===== src/rtl/randomizer_pkg.sv =====
// randomizer_pkg: shared frame/seed constants and controller state encoding.
package randomizer_pkg;
  localparam int FRAME_LEN = 96;
  localparam int SEED_W = 15;
  localparam logic [SEED_W-1:0] DEFAULT_SEED = 15'h3715;
  localparam int CNT_W = $clog2(FRAME_LEN);
  typedef enum logic [1:0] {IDLE, LOAD, RUN, DONE} ctrl_state_t;
endpackage


===== src/rtl/randomizer_ctrl.sv =====
// randomizer_ctrl: frame sequencer that loads the seed, gates the external
// randomizer per accepted bit and registers the result into a valid/ready stream.
module randomizer_ctrl
  import randomizer_pkg::*;
(
  input  logic              clk,
  input  logic              reset,
  input  logic [SEED_W-1:0] cfg_seed,
  input  logic              cfg_seed_we,
  input  logic              cfg_bypass,
  input  logic              in_valid,
  input  logic              in_data,
  output logic              in_ready,
  output logic              out_valid,
  output logic              out_data,
  output logic              out_last,
  input  logic              out_ready,
  output logic              frame_done,
  output logic              busy,
  output logic              rand_din,
  output logic              rand_load,
  output logic              rand_en,
  output logic [SEED_W-1:0] rand_seed,
  output logic              rand_reset,
  input  logic              rand_dout
);
  ctrl_state_t state, next;
  logic [CNT_W-1:0] cnt;
  logic [SEED_W-1:0] seed_reg;
  logic bypass_q, acc, fin;
  assign acc = in_valid && in_ready;
  assign fin = acc && cnt == CNT_W'(FRAME_LEN - 1);
  assign rand_reset = reset;
  always_ff @(posedge clk) begin
    if (reset) state <= IDLE;
    else state <= next;
  end
  always_comb begin
    next = state == IDLE ? (in_valid ? LOAD : IDLE) :
           state == LOAD ? RUN :
           state == RUN  ? (fin ? DONE : RUN) : IDLE;
  end
  always_comb begin
    in_ready = state == RUN && (!out_valid || out_ready);
    rand_load = state == LOAD;
    rand_en = acc && !bypass_q;
    rand_din = acc && in_data;
    frame_done = state == DONE;
    busy = state != IDLE;
  end
  // rand_seed doubles as the frame-latched seed so mid-frame writes wait for the next frame
  always_ff @(posedge clk) begin
    if (reset) begin
      cnt <= '0;
      seed_reg <= DEFAULT_SEED;
      rand_seed <= DEFAULT_SEED;
      bypass_q <= 1'b0;
      out_valid <= 1'b0;
      out_data <= 1'b0;
      out_last <= 1'b0;
    end else begin
      if (cfg_seed_we) seed_reg <= cfg_seed;
      if (state == IDLE && in_valid) begin
        rand_seed <= seed_reg;
        bypass_q <= cfg_bypass;
      end
      if (acc) begin
        out_valid <= 1'b1;
        out_data <= bypass_q ? in_data : rand_dout;
        out_last <= fin;
        cnt <= fin ? '0 : cnt + 1'b1;
      end else if (out_ready) out_valid <= 1'b0;
    end
  end
endmodule


===== config.mk =====
export PLATFORM = sky130hd
export DESIGN_NAME = randomizer_ctrl
export DESIGN_NICKNAME = d
export VERILOG_FILES = /design/src/rtl/randomizer_pkg.sv /design/src/rtl/randomizer_ctrl.sv
export SDC_FILE = /design/constraint.sdc
export NUM_CORES = 1
export LEC_CHECK = 0
export CORE_MARGIN = 10
export CORE_UTILIZATION = 42
export CTS_BUF_LIST = sky130_fd_sc_hd__clkbuf_16
export CTS_CLUSTER_DIAMETER = 80
export DETAILED_ROUTE_END_ITERATION = 16
export GPL_ROUTABILITY_DRIVEN = 1
export PLACE_DENSITY_LB_ADDON = 0.25
export SYNTH_ARGS = -nofsm -noshare
export SYNTH_HDL_FRONTEND = slang
export SYNTH_SLANG_ARGS = --single-unit

===== constraint.sdc =====
create_clock -name clk -period 1.4 [get_ports clk]
set_clock_uncertainty 0.05 [all_clocks]
set_input_delay 0.21 -clock clk [delete_from_list [all_inputs] [get_ports clk]]
set_output_delay 0.21 -clock clk [all_outputs]
set_load 0.01 [all_outputs]

# Yosys cells after proc, flatten, opt, wreduce, memory -nomap -nowiden
# Cells that the tools add are included.
[totals]
ff_bits = 43
in_bits = 23
output_inout_bits = 25
wordCells = 34
[op_classes]
n_addsub = 1
n_eq_ne = 4
n_mux = 9
reduce_logical = 12
[op_table]
columns = ["op", "n"]
rows = [
  ["$add A7 B1 Y7 const B", 1],
  ["$eq A7 B7 Y1 const B", 1],
  ["$mux W7", 1],
  ["$logic_and A1 B1 Y1", 6],
  ["$mux W2", 3],
  ["$mux W1", 5],
  ["$eq A2 B2 Y1 const B", 2],
  ["$reduce_bool A2 Y1", 2],
  ["$eq A2 B1 Y1 const B", 1],
  ["$logic_not A1 Y1", 2],
  ["$logic_not A2 Y1", 1],
  ["$logic_or A1 B1 Y1", 1],
]

# Logic depth before layout (Yosys ltp)
# Gate-level depths: netlist (run 1).
[depth]
depth_word = 9
mapped_depth = 7
ltp_nobuf = 6

# Worst setup path after synthesis (run 1)
# OpenSTA, ideal clock, no wires.
[synth_path]
path_type = "register to register"
startpoint = "register state[0]"
endpoint = "register cnt[0]"
setup_ns = 0.134
t_arrival_ns = 1.214
required_time_ns = 1.216
slack_ns = 0.003
stages_incl_launch_ff = 7
path_buffers = 0
period_less_slack_ns = 1.397
cell_sequence = "dfxtp_1 inv_1 ha_1 nand2_2 nor3_2 and3b_1 nor3_1"
[synth_via]
elab_chain_len = 5
[synth_lines]
columns = ["element", "line", "source"]
rows = [
  ["start, declared", "randomizer_ctrl.sv:27", "ctrl_state_t state, next;"],
  ["start signal, assigned", "randomizer_ctrl.sv:36", "else state <= next;"],
  ["$eq A2 B2 Y1 (*)", "randomizer_ctrl.sv:44", "in_ready = state == RUN && (!out_valid || out_ready);"],
  ["$logic_and A1 B1 Y1 (*)", "randomizer_ctrl.sv:44", ""],
  ["$logic_and A1 B1 Y1 (*)", "randomizer_ctrl.sv:31", "assign acc = in_valid && in_ready;"],
  ["$logic_and A1 B1 Y1", "randomizer_ctrl.sv:32", "assign fin = acc && cnt == CNT_W'(FRAME_LEN - 1);"],
  ["$mux W7", "randomizer_ctrl.sv:71", "cnt <= fin ? '0 : cnt + 1'b1;"],
  ["end signal, assigned", "randomizer_ctrl.sv:71", ""],
  ["end, declared", "randomizer_ctrl.sv:28", "logic [CNT_W-1:0] cnt;"],
]
# Mark *: on every way between the ends. The rest lies on a longest branch, timed or not.
# A chain may end at the register's enable or synchronous reset.

# Worst setup path in the final report (run 1)
[layout_path]
startpoint = "register state[0]"
endpoint = "register rand_seed[8]"
[layout_via]
elab_chain_len = 2
[layout_lines]
columns = ["element", "line", "source"]
rows = [
  ["$logic_not A2 Y1", "randomizer_ctrl.sv:63", "if (state == IDLE && in_valid) begin"],
  ["$logic_and A1 B1 Y1", "randomizer_ctrl.sv:63", ""],
  ["end signal, assigned", "randomizer_ctrl.sv:64", "rand_seed <= seed_reg;"],
  ["end, declared", "randomizer_ctrl.sv:23", "output logic [SEED_W-1:0] rand_seed,"],
]
# Every way passes these cells.

==> out/metrics.cfg, run 1 <==
[status]
status = finished, violations left
violations = setup timing

[cts]
cts_buffers = 5
cts_tree = yes
worst_skew_pair.late_latency_ps = 280
cts_buffer_depth = 2
holdBufCountCts = 0
htreeDepth = 2
clock-sinks = 43
cts_root_buf = clkbuf_16
clk_pin_slew_ps = 60

[critical_path]
path_cells = inv_2 -> buf_4 -> buf_6 -> ha_4 -> buf_6 -> and2_4 -> clkbuf_16 -> nand2_2 -> nand3b_1
critical_path_class = flip-flop to flip-flop
required_ps = 1510
crit_slowest_cell = dfxtp_2
crit_path_max_fanout = 8
crit_top_cell = buf_6
max_stage_delay_ps = 330
cp.arrival_ps = 1640
endpoint_kind = flip-flop
reg2regPathDepth = 9
start_kind = flip-flop

[sta]
rsz0062_at_grt = true
drv_slew = 0
finalCriticalPeriod_ps = 1530
worst-slew-pin-transition_ps = 356
setup_ws_ps = -127
max_clock_freq_mhz = 655
finalSetupViolCount = 21
maxSlewHeadroom_pct = 76.3
fin_crit_sh_pct = 109
hold_violations = 0

[power_and_ir_drop]
p_per_area_mw_per_mm2 = 1100
power_leakage_nw = 1.15
p_comb_share_pct = 13.2
ir_drop_mv = 0.853
clock_power_share_pct = 43.3
switching_share_pct = 22.3
power_frac_seq_pct = 43.5
power_mw = 3.02
p_int_mw = 2.35
power_switching_uw = 672

[cells_and_area]
multi_input_area_um2 = 958
antenna_cells = 0
fillers = 302
finalInstanceArea_mm2 = 0.00276
area_delta_synth_final_pct = 58.3
layout.nets = 278
seq_area_um2 = 867
drive_gt1_share_pct = 30.3

[grt]
grt_pass1_vias = 1414
grt_pass1_wl_um = 6730
grt_use_total_pct = 11.5
grt_start_max_net_pins = 35
gr-total-overflow = 0
antenna_found_initial = 0

[synthesis]
netlist_area_mm2 = 0.00174
synth-async-reset-ratio_pct = 0
post_synth_num_cell_types = 30
synth_top_area_share_pct = 49.4
synth_flop_cell = dfxtp_1
synth-seq-cells = 43
ys_seq_area_share_pct = 49.4
synth_edf_count = 0
yosys_warnings = 0
yosysTopAreaCell = dfxtp_1
syn_inst = 186
synthMostInstantiatedCell = dfxtp_1
synth_top_cells_by_area = dfxtp_1 (49%), nand2_1 (8.2%), mux2i_1 (5.2%)
avgSynthCellArea_um2 = 9.36
synth_common_cells = dfxtp_1 (43), nand2_1 (38), nor2_1 (12), a21oi_1 (11)
syn_nets = 214

[worst_hold_path]
hold_path_class = flip-flop to flip-flop
hold_path_depth = 2

[routing]
drt_iter0_drc = 57
vias = 1495
antenna_left = 0
route.detailed.wl_per_inst_um = 14.8
drt-vias-per-instance = 4.97
routed_wl_um = 4450
first_pass_iters = 4
post-route-drc-count = 0

[floorplan]
die_width_um = 84.4
boundaryPins = 48
core_mm2 = 0.00400
dieArea_mm2 = 0.00712
rows = 23
die_y_um = 84.4
start_util_pct = 43.5

[job]
maxCapViolCount = 0

[place]
gp_congestion = 0.762
portBuffers = 47
place_hpwl_um = 3000
place_area_mm2 = 0.00241

==> timing repair <==
item                                   CTS  global route
gates cloned                             0             2
pin swaps                                7            11
endpoints found under the hold margin    0             0
setup endpoints to repair               49            29
setup buffers                            0             1
resized for setup                       59            34
==> cells in the final DEF (no fill, tap or decap), drive strengths merged, types with 3 or more instances in the layout <==
master / n
and2: 3
buf: 25
a211o: 8
nor3: 5
dlygate4sd2: 20
inv: 3
nand2: 39
nor2: 13
mux2i: 9
nand3b: 9
nor2b: 9
dfxtp: 43
ha: 5
clkdlybuf4s50: 21
a21oi: 11
xnor2: 5
clkbuf: 7
==> logic make-up (layout without fill, tap and decap cells) <==
| group | Yosys count | in the layout | share of synthesized area, % |
|---|---|---|---|
| mux | 9 | 9 | 5.17 |
| compound gates | 21 | 21 | 7.97 |
| xor+xnor | 5 | 5 | 2.51 |
| flops | 43 | 43 | 49.4 |
| buf+inv | 14 | 79 | 3.66 |
| fa+ha+maj | 5 | 5 | 3.59 |
| simple gates | 89 | 89 | 27.7 |
==> stage by stage <==
stage | hold slack [ps] | cells | utilization (%) | setup slack (ps) | TNS [ps]
final | 403 | 301 | 68.9 | -127 | -1630
after global routing | 426 | 301 | 68.9 | -174 | -2710
after CTS | 406 | 298 | 64.4 | -96.1 | -319
after detailed placement | 395 | 290 | 60.2 | -539 | -5980
after global placement | 388 | 290 | 60.2 | -501 | -5210
after floorplan | 282 | 186 | - | 2.84 | 0
==> power by group through the flow <==
stage / clock network, mW / logic [mW] / registers (mW)
finish: 1.31 / 0.398 / 1.31
detailed placement: 0 / 0.362 / 1.34
global route: 1.39 / 0.432 / 1.32
CTS: 1.33 / 0.346 / 1.31
global placement: 0 / 0.356 / 1.33
floorplan: 0 / 0.146 / 1.35
==> area by class of cell <==
type	instances	area share (%)
Clock buffer	5	4.54
Clock inverter	3	1.59
Inverter	3	0.499
Multi-Input combinational cell	129	34.8
Sequential cell	43	31.5
Tap cell	50	2.27
Timing Repair Buffer	68	24.9
==> worst max-delay path: cells and delay by family (launching register included) <==
family	cells	cell delay [ps]
buf+inv	5	570
simple gates	3	300
fa+ha+maj	1	160
flops	1	330
==> routing by layer <==
layer  up-vias  global-route usage, %  part of all wire (%)
met5         -                      0                     0
met4         0                   4.94                   1.1
met3         4                   6.09                   8.1
met2        39                   17.2                    48
met1       700                   13.4                    43
li1        752                      -                     -
==> path summary, 6_finish.rpt <==
kind | startpoint | endpoint | slack (ps)
setup / recovery | state[0]$_SDFF_PP0_ | rand_seed[8]$_SDFFE_PP1P_ | -130
setup reg to reg | state[0]$_SDFF_PP0_ | rand_seed[8]$_SDFFE_PP1P_ | -130
hold / removal | seed_reg[1]$_SDFFE_PP0P_ | rand_seed[1]$_SDFFE_PP0P_ | 400
hold reg to reg | seed_reg[1]$_SDFFE_PP0P_ | rand_seed[1]$_SDFFE_PP0P_ | 400
Power figures use the tool's default switching activity.
==> inputs of run 2 (changes only) <==
Settings changed: PLACE_DENSITY set to 0.78, PLACE_DENSITY_LB_ADDON 0.25 to unset, TNS_END_PERCENT set to 20.
==> run 2 against run 1 <==
  * The run still ends with setup timing left
  * Fmax increased by 0.83%
  * Die area unchanged
  * Core utilization down 2.8 points
  * Combinational power fell by 11%
  * Sequential cell count unchanged
  * Worst hold slack got worse by 4.1 ps
  * Global-route usage up 0.44 points
  * First-iteration DRC count grew 82%
==> out/metrics.cfg, run 2 (same netlist as run 1, synthesis figures left out) <==
[status]
status = finished, violations left
violations = setup timing

[grt]
grt_use_total_pct = 12.0  ; +0.44 points
grt_pass1_vias = 1419  ; +0.35%
grt_pass1_wl_um = 7020  ; +4.3%
gr-total-overflow = 0  ; unchanged
grt_start_max_net_pins = 24  ; -31%
antenna_found_initial = 0  ; unchanged

[floorplan]
core_mm2 = 0.00400  ; unchanged
die_y_um = 84.4  ; unchanged
rows = 23  ; unchanged
boundaryPins = 48  ; unchanged
start_util_pct = 43.5  ; unchanged
dieArea_mm2 = 0.00712  ; unchanged
die_width_um = 84.4  ; unchanged

[cts]
cts_buffer_depth = 2  ; unchanged
clk_pin_slew_ps = 60  ; about the same
cts_tree = yes
cts_root_buf = clkbuf_16
worst_skew_pair.late_latency_ps = 280  ; about the same
cts_buffers = 5  ; unchanged
htreeDepth = 2  ; unchanged
clock-sinks = 43  ; unchanged

[power_and_ir_drop]
switching_share_pct = 22.6  ; +0.33 points
p_int_mw = 2.12  ; -9.6%
power_frac_seq_pct = 47.8  ; +4.3 points
clock_power_share_pct = 39.2  ; -4.1 points
power_mw = 2.74  ; -9.2%
power_leakage_nw = 1.12  ; -2.4%
ir_drop_mv = 0.764  ; -10%
power_switching_uw = 619  ; -7.9%
p_per_area_mw_per_mm2 = 1040  ; -5.5%
p_comb_share_pct = 13.0  ; -0.2 points

[routing]
first_pass_iters = 4  ; unchanged
route.detailed.wl_per_inst_um = 14.0  ; -5.0%
vias = 1467  ; -1.9%
drt-vias-per-instance = 4.81  ; -3.2%
drt_iter0_drc = 104  ; +82%
post-route-drc-count = 0  ; unchanged
routed_wl_um = 4290  ; -3.7%
antenna_left = 0  ; unchanged

[job]
maxCapViolCount = 0  ; unchanged

[place]
gp_congestion = 0.743  ; -2.6%
place_hpwl_um = 3020  ; +0.50%
pre_cts_ws_ps = -495  ; +44.0 ps
portBuffers = 47  ; unchanged
place_area_mm2 = 0.00241  ; +0.31%

[sta]
maxSlewHeadroom_pct = 84.7  ; +8.4 points
rsz0062_at_grt = true
worst-slew-pin-transition_ps = 228  ; -127 ps
hold_violations = 0  ; unchanged
finalSetupViolCount = 8  ; -62%
finalCriticalPeriod_ps = 1510  ; -12.6 ps
setup_ws_ps = -115  ; +12.6 ps
fin_crit_sh_pct = 108  ; -0.90 points
drv_slew = 0  ; unchanged
max_clock_freq_mhz = 660  ; +0.83%

[cells_and_area]
layout_commonest_cell = dfxtp_1
layout.nets = 282  ; +1.4%
final_cell_mix = dfxtp_1 (41), nand2_1 (34), clkdlybuf4s50_1 (21)
drive_gt1_share_pct = 25.1  ; -5.2 points
antenna_cells = 0  ; unchanged
finalInstanceArea_mm2 = 0.00265  ; -4.0%
area_delta_synth_final_pct = 51.9

[critical_path]
endpoint_kind = primary output
crit_path_max_fanout = 3  ; -5
required_ps = 1140  ; -370 ps
start_kind = flip-flop
cp.arrival_ps = 1250  ; -390 ps
critical_path_class = flip-flop to primary output

[worst_hold_path]
hold_path_class = flip-flop to flip-flop

==> run 2: cell count changes in the layout (fill, tap and decap cells not counted), sizes merged <==
cell / delta
bufinv: -1
clkbuf: -2
buf: +6
inv: +1
==> run 2: what timing repair did <==
item	4_1_cts	5_1_grt
cloned	0	0
resized for setup	63	16
buffers inserted	0	1
pin swaps	6	6
endpoints found under the setup margin	49	28
hold endpoints to repair	0	0
hold buffers	0	0
==> run 2: per-stage QoR <==
step	cells	utilization, %	TNS [ps]	hold WS (ps)
finish	305	66.2	-339	399
global route	305	66.2	-1560	429
CTS	304	64.2	-116	402
detailed placement	296	60.4	-6020	392
global placement	296	60.4	-5000	387
floorplan	186	-	0	282
==> run 2: final timing paths <==
check / from / endpoint / slack, ps / cells past startpoint
hold reg to reg: rand_seed[6]$_SDFFE_PP0P_ / rand_seed[6]$_SDFFE_PP0P_ / 400 / 2
setup reg to reg: state[0]$_SDFF_PP0_ / cnt[5]$_SDFFE_PP0P_ / -50 / 7
setup / recovery: state[0]$_SDFF_PP0_ / rand_din / -110 / 6
hold / removal: rand_seed[6]$_SDFFE_PP0P_ / rand_seed[6]$_SDFFE_PP0P_ / 400 / 2
==> run 2: worst max-delay path, stage by stage (launching register included) <==
cell and delay, ps:
dfxtp_2 330, inv_2 80, ha_4 160, nand2_4 50
nor2_4 120, and2_4 150, buf_6 90
==> run 2: metal layers <==
layer | up-vias | routed length [um] | GRT usage, %
met3 | 7 | 261 | 5.22
met4 | 0 | 54 | 4.04
met1 | 678 | 1800 | 13.5
met2 | 28 | 2170 | 19.8
met5 | - | 0 | 0
li1 | 754 | - | -
==> run 2: power groups by stage <==
stage               logic, mW  clock network [mW]  registers, mW
floorplan               0.146                   0           1.35
global placement        0.349                   0           1.33
detailed placement      0.354                   0           1.34
CTS                     0.346                1.10           1.31
global route            0.394                1.15           1.32
finish                  0.355                1.08           1.31
==> run 2: layout make-up <==
class / instances / area [um2]
clock inverter: 3 / 11.3
sequential: 43 / 863
tap: 50 / 62.6
timing repair buffer: 72 / 647
inverter: 3 / 13.8
multi-input combinational: 129 / 923
clock buffer: 5 / 125
fill: 340 / 1350
